--- src/rtl/wb_flash_arbiter.sv ---
// Two-master Wishbone arbiter in front of the single flash slave port.
// Master 0 is instruction fetch, master 1 is the data bus. Ownership lasts a whole
// cyc burst, new grants are held off while the flash is busy, and every ownership
// change passes through one IDLE cycle.
// Optional build macro: WB_FLASH_ARB_WATCHDOG_EN adds a slave-ack watchdog that
// errors the owner after TIMEOUT_CYCLES unacknowledged strobe cycles.
module wb_flash_arbiter #(
  parameter bit          PRIORITY_M0    = 1'b1,
  parameter int unsigned TIMEOUT_CYCLES = 1024,
  parameter int unsigned CNT_BITS       = 11
) (
  input  logic        clk,
  input  logic        rst_n,
  input  logic        flash_busy,
  // master 0: instruction fetch
  input  logic        m0_cyc_i,
  input  logic        m0_stb_i,
  input  logic [29:0] m0_addr_i,
  input  logic [2:0]  m0_cti_i,
  input  logic [1:0]  m0_bte_i,
  input  logic [3:0]  m0_sel_i,
  input  logic        m0_we_i,
  input  logic [31:0] m0_data_i,
  output logic [31:0] m0_data_o,
  output logic        m0_ack_o,
  output logic        m0_err_o,
  // master 1: data bus
  input  logic        m1_cyc_i,
  input  logic        m1_stb_i,
  input  logic [29:0] m1_addr_i,
  input  logic [2:0]  m1_cti_i,
  input  logic [1:0]  m1_bte_i,
  input  logic [3:0]  m1_sel_i,
  input  logic        m1_we_i,
  input  logic [31:0] m1_data_i,
  output logic [31:0] m1_data_o,
  output logic        m1_ack_o,
  output logic        m1_err_o,
  // flash slave
  output logic        s_cyc_o,
  output logic        s_stb_o,
  output logic        s_we_o,
  output logic [29:0] s_addr_o,
  output logic [2:0]  s_cti_o,
  output logic [1:0]  s_bte_o,
  output logic [3:0]  s_sel_o,
  output logic [31:0] s_data_o,
  input  logic [31:0] s_data_i,
  input  logic        s_ack_i,
  // one-hot owner, 00 = idle
  output logic [1:0]  grant
);

  typedef enum logic [1:0] {
    StIdle = 2'd0,
    StOwn0 = 2'd1,
    StOwn1 = 2'd2
  } state_e;

  state_e     state_q, state_d;
  logic [1:0] grant_q, grant_d;
  logic       last_owner_q, last_owner_d;

  logic own0;
  logic own1;
  logic timeout;  // watchdog expired: abort the current owner this cycle

  // Forwarding muxes key off the registered grant only.
  assign own0  = grant_q[0];
  assign own1  = grant_q[1];
  assign grant = grant_q;

`ifdef WB_FLASH_ARB_WATCHDOG_EN
  logic [CNT_BITS-1:0] wd_cnt_q, wd_cnt_d;
  logic                owner_stb;

  assign owner_stb = (own0 & m0_stb_i) | (own1 & m1_stb_i);
  assign timeout   = (own0 | own1) && (wd_cnt_q == CNT_BITS'(TIMEOUT_CYCLES));

  // Count unacknowledged strobe cycles while ownership continues; clear otherwise.
  always_comb begin
    wd_cnt_d = '0;
    if (state_q != StIdle && state_d == state_q && owner_stb && !s_ack_i) begin
      wd_cnt_d = wd_cnt_q + CNT_BITS'(1);
    end
  end

  // Watchdog counter register.
  always_ff @(posedge clk or negedge rst_n) begin
    if (!rst_n) begin
      wd_cnt_q <= '0;
    end else begin
      wd_cnt_q <= wd_cnt_d;
    end
  end
`else
  // Without the watchdog a hung slave stalls the owner indefinitely.
  assign timeout = 1'b0;

  logic unused_cfg;
  assign unused_cfg = ^{TIMEOUT_CYCLES, CNT_BITS};
`endif

  // State, grant and tie-break history registers.
  always_ff @(posedge clk or negedge rst_n) begin
    if (!rst_n) begin
      state_q      <= StIdle;
      grant_q      <= 2'b00;
      last_owner_q <= 1'b1;
    end else begin
      state_q      <= state_d;
      grant_q      <= grant_d;
      last_owner_q <= last_owner_d;
    end
  end

  // Arbitration: grant only from IDLE, release when the owner drops cyc or times out.
  always_comb begin
    state_d      = state_q;
    last_owner_d = last_owner_q;
    unique case (state_q)
      StIdle: begin
        if (!flash_busy) begin
          if (m0_cyc_i && m1_cyc_i) begin
            // Round-robin tie-break: the master that owned last loses.
            state_d = (PRIORITY_M0 || last_owner_q) ? StOwn0 : StOwn1;
          end else if (m0_cyc_i) begin
            state_d = StOwn0;
          end else if (m1_cyc_i) begin
            state_d = StOwn1;
          end
        end
      end
      StOwn0: begin
        if (!m0_cyc_i || timeout) begin
          state_d      = StIdle;
          last_owner_d = 1'b0;
        end
      end
      StOwn1: begin
        if (!m1_cyc_i || timeout) begin
          state_d      = StIdle;
          last_owner_d = 1'b1;
        end
      end
      default: state_d = StIdle;
    endcase
    grant_d = {state_d == StOwn1, state_d == StOwn0};
  end

  // Bus routing: owner drives the slave, slave responses go back to the owner only.
  always_comb begin
    s_cyc_o   = 1'b0;
    s_stb_o   = 1'b0;
    s_we_o    = 1'b0;
    s_addr_o  = '0;
    s_cti_o   = '0;
    s_bte_o   = '0;
    s_sel_o   = '0;
    s_data_o  = '0;
    m0_data_o = '0;
    m0_ack_o  = 1'b0;
    m0_err_o  = 1'b0;
    m1_data_o = '0;
    m1_ack_o  = 1'b0;
    m1_err_o  = 1'b0;
    if (own0) begin
      s_cyc_o   = m0_cyc_i & ~timeout;
      s_stb_o   = m0_stb_i & ~timeout;
      s_we_o    = m0_we_i;
      s_addr_o  = m0_addr_i;
      s_cti_o   = m0_cti_i;
      s_bte_o   = m0_bte_i;
      s_sel_o   = m0_sel_i;
      s_data_o  = m0_data_i;
      m0_data_o = s_data_i;
      m0_ack_o  = s_ack_i & ~timeout;
      m0_err_o  = timeout;
    end else if (own1) begin
      s_cyc_o   = m1_cyc_i & ~timeout;
      s_stb_o   = m1_stb_i & ~timeout;
      s_we_o    = m1_we_i;
      s_addr_o  = m1_addr_i;
      s_cti_o   = m1_cti_i;
      s_bte_o   = m1_bte_i;
      s_sel_o   = m1_sel_i;
      s_data_o  = m1_data_i;
      m1_data_o = s_data_i;
      m1_ack_o  = s_ack_i & ~timeout;
      m1_err_o  = timeout;
    end
  end

endmodule

--- config.mk ---
export PLATFORM = sky130hd
export DESIGN_NAME = wb_flash_arbiter
export DESIGN_NICKNAME = d
export VERILOG_FILES = /design/src/rtl/wb_flash_arbiter.sv
export SDC_FILE = /design/constraint.sdc
export NUM_CORES = 1
export LEC_CHECK = 0
export ABC_CLOCK_PERIOD_IN_PS = 1380
export BUFFER_PORTS_ARGS = -buffer_cell sky130_fd_sc_hd__buf_2
export CORE_AREA = 2 2 129 131
export CTS_CLUSTER_SIZE = 20
export DETAILED_ROUTE_END_ITERATION = 16
export DIE_AREA = 0 0 131 133
export SYNTH_ARGS = -nofsm -noshare
export SYNTH_HDL_FRONTEND = slang
export SYNTH_SLANG_ARGS = --single-unit
--- constraint.sdc ---
create_clock -name clk -period 1.38 [get_ports clk]
set_input_delay 0.207 -clock clk [delete_from_list [all_inputs] [get_ports clk]]
set_output_delay 0.207 -clock clk [all_outputs]
set_load 0.01 [all_outputs]
==> results of run 1 <==
cell usage in the layout, fill, tap and decap left out:
| cell | synthesis | routed |
|---|---|---|
| a22o_1 | 72 | 72 |
| and2_1 | 66 | 55 |
| and2_4 | 0 | 11 |
| and3b_1 | 2 | 2 |
| buf_12 | 0 | 4 |
| buf_16 | 0 | 8 |
| buf_2 | 8 | 315 |
| buf_4 | 4 | 5 |
| buf_6 | 7 | 10 |
| clkbuf_1 | 5 | 1 |
| clkbuf_16 | 0 | 4 |
| conb_1 | 1 | 2 |
| dfrtp_1 | 4 | 3 |
| dfrtp_4 | 0 | 1 |
| diode_2 | 0 | 1 |
| dlygate4sd3_1 | 0 | 1 |
| nand2_1 | 4 | 4 |
| nor2b_1 | 1 | 1 |
| nor2b_4 | 1 | 1 |
| nor3b_1 | 2 | 2 |
| o21ai_1 | 0 | 1 |
| o21ai_2 | 0 | 1 |
| o21bai_1 | 1 | 1 |
area by class of cell:
class | count | area (um2)
clock buffers | 4 | 78.83
repair buffers | 344 | 2062
diodes | 1 | 2.502
flip-flops and latches | 4 | 103.9
multi-input cells | 153 | 1167
fillers | 1764 | 12480
well taps | 220 | 275.3
timing repair:
action,in CTS,in global routing
endpoints found under the hold margin,4,0
gates cloned,7,1
resized for setup,23,10
setup buffers,5,0
setup endpoints to repair,140,141
pin swaps,10,4
hold buffers,1,0
worst min-delay path by stage:
stage | start | end | slack, ps
2_1_floorplan | rst_n | grant[0] | -90
3_3_place_gp | rst_n | state_q[0] | 20
3_5_place_dp | rst_n | state_q[0] | 20
4_1_cts | m1_cyc_i | grant[1] | 250
5_1_grt | m1_cyc_i | grant[1] | 280
6_report | m1_cyc_i | grant[1] | 260
per-layer routing:
| metal | share of wire | track usage |
|---|---|---|
| met1 | 0.43 | 0.1248 |
| met5 | 0.0012 | 0 |
| met3 | 0.085 | 0.02022 |
| met2 | 0.48 | 0.1836 |
| met4 | 0.011 | 0.02541 |
worst max-delay path: stages (launching register included):
cell and delay (ps):
dfrtp_4 480, nor2b_4 150, buf_12 120, buf_12 130, buf_16 140, a22o_1 120, buf_2 120
state kept, by name (all words and copies together), names as in the netlist:
register and flops:
grant 2, state_q 2
stage by stage:
| stage | utilization | cell area (um2) | instances | setup TNS, ps |
|---|---|---|---|---|
| after CTS | 0.2238 | 3618 | 724 | -36980 |
| after global placement | 0.1989 | 3217 | 707 | -3957 |
| after global routing | 0.2280 | 3687 | 725 | -43780 |
| after detailed placement | 0.1989 | 3217 | 707 | -4301 |
| after floorplan | - | 1414 | 183 | 0 |
| final | 0.2282 | 3690 | 726 | -36020 |
kinds of logic after synthesis:
family          Yosys count  share of synthesized area
compound gates           75                     0.4596
buf+inv                  26                     0.1260
flops                     4                    0.07099
other cells               1                   0.002659
simple gates             76                     0.3407
power by group:
group	internal [W]	switching (W)
Clock	0.000382	0.0000888
Combinational	0.000665	0.000572
Sequential	0.000128	0.00000687
==> results summary, run 1 <==
The number of top-level pins came out at 328. Max-cap violations in this run came to 0. At the end of the flow, the number of nets in the layout was 690. The starting utilization of the core area is 0.08720. The share of synthesized area in the top cell type comes to 0.4472. The worst register-to-register path begins at state_q[1]. The overall die height is 133 um. The global-route wire length before repair came out at 13500 um. The CTS tree is built.

The flow ran to the end, but the final reports show violations. Prior to clock tree synthesis, the placed netlist has a worst setup slack of -113.6 ps. The total setup violations reported at the end of the flow is 141.

The share of final-layout standard cells stronger than drive strength 1 came out at 0.7129. The total of buffers placed on input and output ports is 325. Sorting the synthesized cells by area gives the leading types as a22o_1 45%, and2_1 29%, dfrtp_1 7.1%.

The final worst-path cycle share came out at 1.234. For this run the aggregate overflow at the end of global routing stands at 0. The number of pins exceeding their max-slew limit in the final report is 0. The endpoint class of the critical path is a primary output. The number of synthesis warnings came out at 0.

After detailed routing, the number of vias per cell comes to 3.759. The critical path is of the flop to primary output type. The root buffer cell chosen for the clock tree is clkbuf_16.

The die is 131 um wide. The power density over the cells came out at 499.2 nW/um2. The worst supply voltage drop on vdd came out at 0.0004712 V. a22o_1 is the most common cell in the netlist. Before antenna repair, the detailed router went through 4 iterations. Of all flip-flops after synthesis, the portion carrying an async set or reset was 1.000.

The weighted congestion reported at the end of routability-driven placement is 0.8069. The vias after detailed routing is 2729. The number of antenna violations at the first check in global routing came out at 3. The checks that failed: negative setup slack.

STA classifies the critical path startpoint as a flop. The post-route worst setup slack came out at -323.1 ps. The final number of hold-violating endpoints is 0. Of the synthesized area, sequential elements account for 0.07098.

The maximum number of pins on one net before global-route repair is 46. The site row count is 47. The leakage power figure came out at 2.210 nW. The detailed router's first-iteration violation count is 83. The startpoint of the most critical setup path is grant[0]. The total wire length came out at 10720 um. The overall power consumption is 0.001842 W. The biggest fanout along the worst timing path came out at 7. For the worst-skew pair, the clock arrives at the later sink with an insertion delay of 230 ps.

CTS built an H-tree with a depth of 1. The tightest min-delay check is of the input port to flop type. STA puts the critical path data required time at 1170 ps. The routed design could run at a clock period as short as 1703 ps. The worst hold slack after final layout is 259.5 ps. The worst-case register-to-register setup slack came out at 530 ps.

From synthesis to final layout, the design area changed by 161.7%. The clock tree buffer depth is 2. The worst hold path passes through 2 cells.

The count of flip-flops with a built-in enable after synthesis is 0. Ranked by instance count, the synthesized netlist is headed by 72 x a22o_1, 66 x and2_1, 8 x buf_2, 7 x buf_6, 5 x clkbuf_1. The endpoint arrival time on the critical path is 1500 ps. The count of mapped cells out of synthesis came out at 182. In this run, synthesis produced a sequential element count of 4. The wire length per cell after detailed routing is 14.76 um. Setup repair after global routing could not meet its margin everywhere. After clock tree synthesis, the clock-pin slew on the worst setup and hold paths is 30 ps. In the global route stage, overall resource usage came out at 0.1029. The depth of the most critical reg-to-reg path is 2. Timing would allow up to 587.2 MHz. The post-synthesis average cell area came out at 7.748 um2. The post-synthesis instance area came out at 1410 um2. The number of global-route vias before repair was 2470. The residual antenna-violating net count after detailed routing came out at 0. Summed over all instances, the cell type with the most area after synthesis is a22o_1. The endpoint of the worst setup timing path is s_data_o[29]. The floorplan step defined a die boundary enclosing 17420 um2. In the routed design, unresolved DRC markers number 0. The core region is 16170 um2. On the final layout, the worst clock skew is 2.130 ps. Counting distinct cell types in the post-synthesis netlist gives 16.

In the synthesized netlist the dominant register cell turns out to be dfrtp_1. The worst register-to-register path ends at state_q[1]. The CTS sink count came out at 4. The number of clock buffers inserted by TritonCTS is 3.
Power figures use the tool's default switching activity.
==> run 2: changes to the inputs <==
--- a/config.mk
+++ b/config.mk
@@ -11,6 +11,8 @@
 export CTS_CLUSTER_SIZE = 20
 export DETAILED_ROUTE_END_ITERATION = 16
 export DIE_AREA = 0 0 131 133
+export RECOVER_POWER = 25
 export SYNTH_ARGS = -nofsm -noshare
 export SYNTH_HDL_FRONTEND = slang
 export SYNTH_SLANG_ARGS = --single-unit
+export TNS_END_PERCENT = 50
==> results summary, run 2 (synthesis gave the netlist of run 1 again) <==
The final number of hold-violating endpoints came out at 0. In the finished design, the share of the clock period the worst path needs comes to 1.233. The placeable core region is 16170 um2. The number of pins exceeding their max-slew limit in the final report is 0.

The worst hold path was traced through 2 stages. Setup total negative slack on the finished layout was measured at -35430 ps. The starting utilization of the core area came out at 0.08720.

The total of buffers placed on input and output ports is 325. The library cells used most frequently in the layout, excluding fill and tap cells, are 313 x buf_2, 72 x a22o_1, 55 x and2_1. Setup repair after global routing could not meet its margin everywhere. The internal power component came out at 0.001167 W. For the worst setup path, the data arrival time is 1490 ps. The final reports fail on negative setup slack. The clock network latency to the later pin of the worst-skew pair came out at 230 ps. The number of global-route vias before repair came out at 2472.

The depth of the most critical reg-to-reg path came out at 2. The biggest fanout along the worst timing path came out at 7. The fraction of power spent switching nets came out at 0.3616. The share of final-layout standard cells stronger than drive strength 1 is 0.7103. The final cell area excluding filler cells came out at 3670 um2. The mean number of vias per cell is 3.760. For this block, the routed nets add up to 10510 um of wire. Power spread over the standard cell area amounts to 498.0 nW/um2.

The number of clock buffers inserted by TritonCTS is 3. The first-pass iteration count of the detailed router is 4. The shortest period the worst path allows is 1702 ps.

The total of fill cells in the finished design is 1766. The reported max-cap violation count is 0. The net count reported at finish came out at 689. The number of standard cells in the final layout excluding fillers is 725. The cell count after placement came out at 707. The CTS tree is built. The first global-routing pass estimated 13450 um of wire. The number of antenna violations at the first check in global routing came out at 3. In the routed design, unresolved DRC markers number 0. Summed over all layers, the global routing overflow is 0.

The detailed router's first-iteration violation count is 116. Across all setup checks in the final design, the least slack found is -322.0 ps. No sink is reached through more buffers than the 2 on the longest clock path. Leaving out fill and tap cells, the most frequent cell in the layout is buf_2.

The total setup violations reported at the end of the flow came out at 141. The worst setup path is launched from a flop. The global routing usage summed across all routing layers came out at 0.1026.

The maximum number of pins on one net before global-route repair is 46. The die width came out at 131 um. The standard cell area after detailed placement came out at 3217 um2. The area enclosed by the die boundary is 17420 um2. Data on the critical path is required at its endpoint by 1170 ps. The site row count is 47. The share of total power dissipated in the clock network is 0.258. The number of top-level pins is 328. The residual antenna-violating net count after detailed routing is 0. The vias after detailed routing came out at 2726. The worst supply voltage drop on vdd is 0.0004733 V. The leakage power figure is 2.197 nW. The switching power is 0.0006609 W. The overall die height is 133 um. The flow ran to the end, but the final reports show violations. The worst setup path is captured at a primary output. The number of levels in the clock H-tree came out at 1. The achievable frequency is 587.6 MHz. The final clock skew is 1.950 ps. The clock transition at the registers of the reported paths came out at 30 ps. Relative to the synthesized area, the layout overhead comes to 160.2%. The wire length per cell after detailed routing is 14.50 um. The min-delay analysis places its worst path in the category input port to flop. The setup path with the least slack is of type flop to primary output.

At the end of routability-driven placement, the weighted congestion stood at 0.8069. The part of the total power dissipated in sequential elements is 0.074. The combinational fraction of design power came out at 0.669. The CTS sink count is 4. The library cell used as clock root buffer is clkbuf_16.
## run 2: cell type report
type | instances | area, um2 | area share
tap | 220 | 275.3 | 0.07501
sequential | 4 | 103.9 | 0.02830
multi-input combinational | 153 | 1167 | 0.3181
clock buffer | 4 | 78.83 | 0.02148
antenna | 1 | 2.502 | 0.0006819
timing repair buffer | 343 | 2042 | 0.5564
## run 2: routing by layer
metal	global-route usage	share of wire	up-vias
met1	0.1239	0.41	1231
li1	-	-	1320
met3	0.02022	0.094	8
met2	0.1839	0.48	165
met4	0.02541	0.011	2
met5	0	0.0012	-
## run 2: final timing paths
path,from,to,slack [ps]
setup / recovery,grant[0],s_data_o[29],-320
hold / removal,m1_cyc_i,grant[1],260
setup reg to reg,state_q[1],state_q[1],530
hold reg to reg,state_q[1],grant[0],460
max in group asynchronous,rst_n,grant[0],820
min in group asynchronous,rst_n,state_q[1],340
## run 2: power groups by stage
stage	sequential (W)	clock [W]	combinational, W
after floorplan	0.000136	0	0.000511
after CTS	0.000135	0.000484	0.00122
final	0.000134	0.000471	0.00122
after detailed placement	0.000137	0	0.00107
after global placement	0.000137	0	0.00106
after global routing	0.000136	0.000497	0.00132
## run 2: critical path: stages (launching register included)
cell	delay [ps]
dfrtp_4	480
nor2b_4	140
buf_12	120
buf_12	130
buf_16	140
a22o_1	120
buf_2	120
## run 2: metrics by stage
stage                     hold WS (ps)  total power [W]    util  setup WS, ps
after detailed placement         17.87         0.001204  0.1989        -113.6
after global placement           16.49         0.001199  0.1989        -123.3
after floorplan                 -88.59        0.0006464       -         40.13
final                            258.8         0.001828  0.2269        -322.0
after CTS                        254.2         0.001835  0.2234        -331.0
after global routing             282.8         0.001953  0.2268        -410.2
## run 2: repair_timing
| item | in CTS | in global routing |
|---|---|---|
| pin swaps | 10 | 9 |
| resized for setup | 21 | 13 |
| gates cloned | 7 | 0 |
| hold buffers | 1 | 0 |
| endpoints found under the hold margin | 4 | 0 |
| endpoints found under the setup margin | 140 | 141 |
| setup buffers | 5 | 0 |
==> run 3: changes to the inputs <==
==> constraint.sdc (replaced) <==
create_clock -name clk -period 1.38 [get_ports clk]
set_input_delay 0.138 -clock clk [delete_from_list [all_inputs] [get_ports clk]]
set_output_delay 0.138 -clock clk [all_outputs]
set_load 0.01 [all_outputs]
==> results summary, run 3 (synthesis gave the netlist of run 1 again) <==
The weighted congestion reported at the end of routability-driven placement came out at 0.7952. The die is 131 um wide. The type of the setup path with the least slack is flop to primary output. The floorplan step defined a die boundary enclosing 17420 um2. The global routing usage summed across all routing layers came out at 0.09383.

The first-pass iteration count of the detailed router came out at 4. The number of cells traversed by the worst hold path is 2. The run finished, with violations left. In this run the critical register-to-register path is captured at grant[1]. The detailed-placement wirelength estimate is 7616 um. The overall die height came out at 133 um. The final reports fail on negative setup slack. The endpoint of the worst setup timing path is s_addr_o[0].

The number of levels in the clock H-tree is 1. The final cell area excluding filler cells came out at 3652 um2. Clock tree synthesis inserted a total of 3 buffers. The analysis attributes to cell leakage a power of 2.189 nW. The wire length per cell after detailed routing is 14.54 um. The number of cells on the worst reg-to-reg path is 2. The share of final-layout standard cells stronger than drive strength 1 is 0.6950. The mean number of vias per cell is 3.777.

Summed over all layers, the routed wires come to 10550 um. In this run the worst setup path begins at grant[0]. In this run the critical register-to-register path is launched from state_q[1]. The net count reported at finish is 690. The worst path required time came out at 1240 ps.

Leaving out fill and tap cells, the most frequent cell in the layout is buf_2. Fill cells in the final layout number 1770. Hold timing on the final database bottoms out at a slack of 189.3 ps. The antenna diode count came out at 0. The clock tree buffer depth came out at 2. The detailed router's first-iteration violation count came out at 69. The worst supply voltage drop on vdd came out at 0.0004670 V. The global-route wire length before repair is 12580 um. Once placement finished, the instance area stood at 3217 um2.

The vias after detailed routing came out at 2738. Static timing analysis puts the maximum clock frequency at 613.0 MHz. TritonCTS built the clock tree. The final setup TNS came out at -24820 ps. The worst path buffer plus inverter count came out at 3.

For this design, the slowest cell found on the critical path is dfrtp_4. The post-route worst setup slack is -251.4 ps. The later pin in the worst-skew pair is clocked with a latency of 220 ps.

The placeable core region came out at 16170 um2. Along the worst path, the maximum fanout reaches 12. Setup repair after global routing could not meet its margin everywhere. For the worst setup path, the data arrival time is 1490 ps.

The number of top-level pins came out at 328. The number of global-route vias before repair is 2375. Input and output buffers added on the ports amount to 325.

STA classifies the critical path endpoint as a primary output. The site row count is 47. The cell count along the critical path came out at 5.

Entering global routing, the biggest net connects 66 pins. The final number of hold-violating endpoints came out at 0. The residual antenna-violating net count after detailed routing came out at 0. The total setup violations reported at the end of the flow came out at 140. The number of remaining DRC errors is 0. Walking the worst path, the cells encountered are nor2b_4 > buf_6 > buf_12 > a22o_1 > buf_2. In this run the register-to-register setup slack is 520 ps. The number of antenna violations at the first check in global routing was 3. The maximum single-stage delay on the critical path is 480 ps. The clock transition at the registers of the reported paths came out at 30 ps.

The clock drives 4 sinks. The tree is rooted in a clkbuf_16. The shortest period the worst path allows came out at 1631 ps.

The total congestion overflow after global routing is 0. Across the run, the number of max-cap violations was 0. The starting utilization of the core area is 0.08720. The tightest min-delay check is of the input port to flop type. The synthesis-to-layout area growth is 159.0%. The final clock skew came out at 3.473 ps.

The power density over the cells is 496.9 nW/um2. Dividing the final minimum period by the clock period gives 1.182. The worst setup path is launched from a flop. In the layout the commonest cells are 312 x buf_2, 72 x a22o_1, 62 x and2_1. The number of pins exceeding their max-slew limit in the final report is 0. In this design, the largest share of critical-path delay is due to flip-flops.
## run 3: how the worst min path moves through the flow
stage | start | end | slack (ps)
final | m1_cyc_i | state_q[1] | 190
after CTS | m1_cyc_i | state_q[1] | 180
after floorplan | rst_n | grant[0] | -160
after global placement | rst_n | state_q[0] | -50
after global routing | m1_cyc_i | state_q[1] | 210
after detailed placement | rst_n | state_q[0] | -50
## run 3: area by class of cell
cell class / instances / area, um2 / area share
Timing Repair Buffer: 344 / 2048 / 0.5608
Multi-Input combinational cell: 153 / 1146 / 0.3138
Tap cell: 220 / 275.3 / 0.07537
Sequential cell: 4 / 103.9 / 0.02843
Clock buffer: 4 / 78.83 / 0.02158
## run 3: where the power goes
| part | internal, W | total (W) | switching, W |
|---|---|---|---|
| registers | 0.000128 | 0.000134 | 0.00000663 |
| logic | 0.000650 | 0.00122 | 0.000565 |
| clock network | 0.000382 | 0.000465 | 0.0000837 |
## run 3: metal layers
layer / vias up / wire, um / GRT usage
met3: 6 / 823 / 0.01577
met2: 162 / 5017 / 0.1739
li1: 1325 / - / -
met1: 1243 / 4608 / 0.1129
met5: - / 12 / 0
met4: 2 / 82 / 0.01655
## run 3: timing repair
action                                  in CTS  in global routing
hold endpoints to repair                     4                  0
endpoints found under the setup margin     110                140
pin swaps                                   15                  4
hold buffers                                 1                  0
gates cloned                                 4                  5
buffers inserted                             5                  0
gates resized for setup                      5                 22
## run 3: worst reg2reg max path: stages, from the launching register on
cell and delay, ps:
dfrtp_1 390, o21bai_1 170, and3b_1 180
## run 3: per-stage QoR
step	power, W	std cells	setup WS, ps	util
CTS	0.001753	721	-261.7	0.2145
detailed placement	0.001204	707	-46.56	0.1989
global placement	0.001201	707	-36.28	0.1989
finish	0.001815	725	-251.4	0.2258
floorplan	0.0006464	183	109.1	-
global route	0.001932	725	-307.2	0.2258
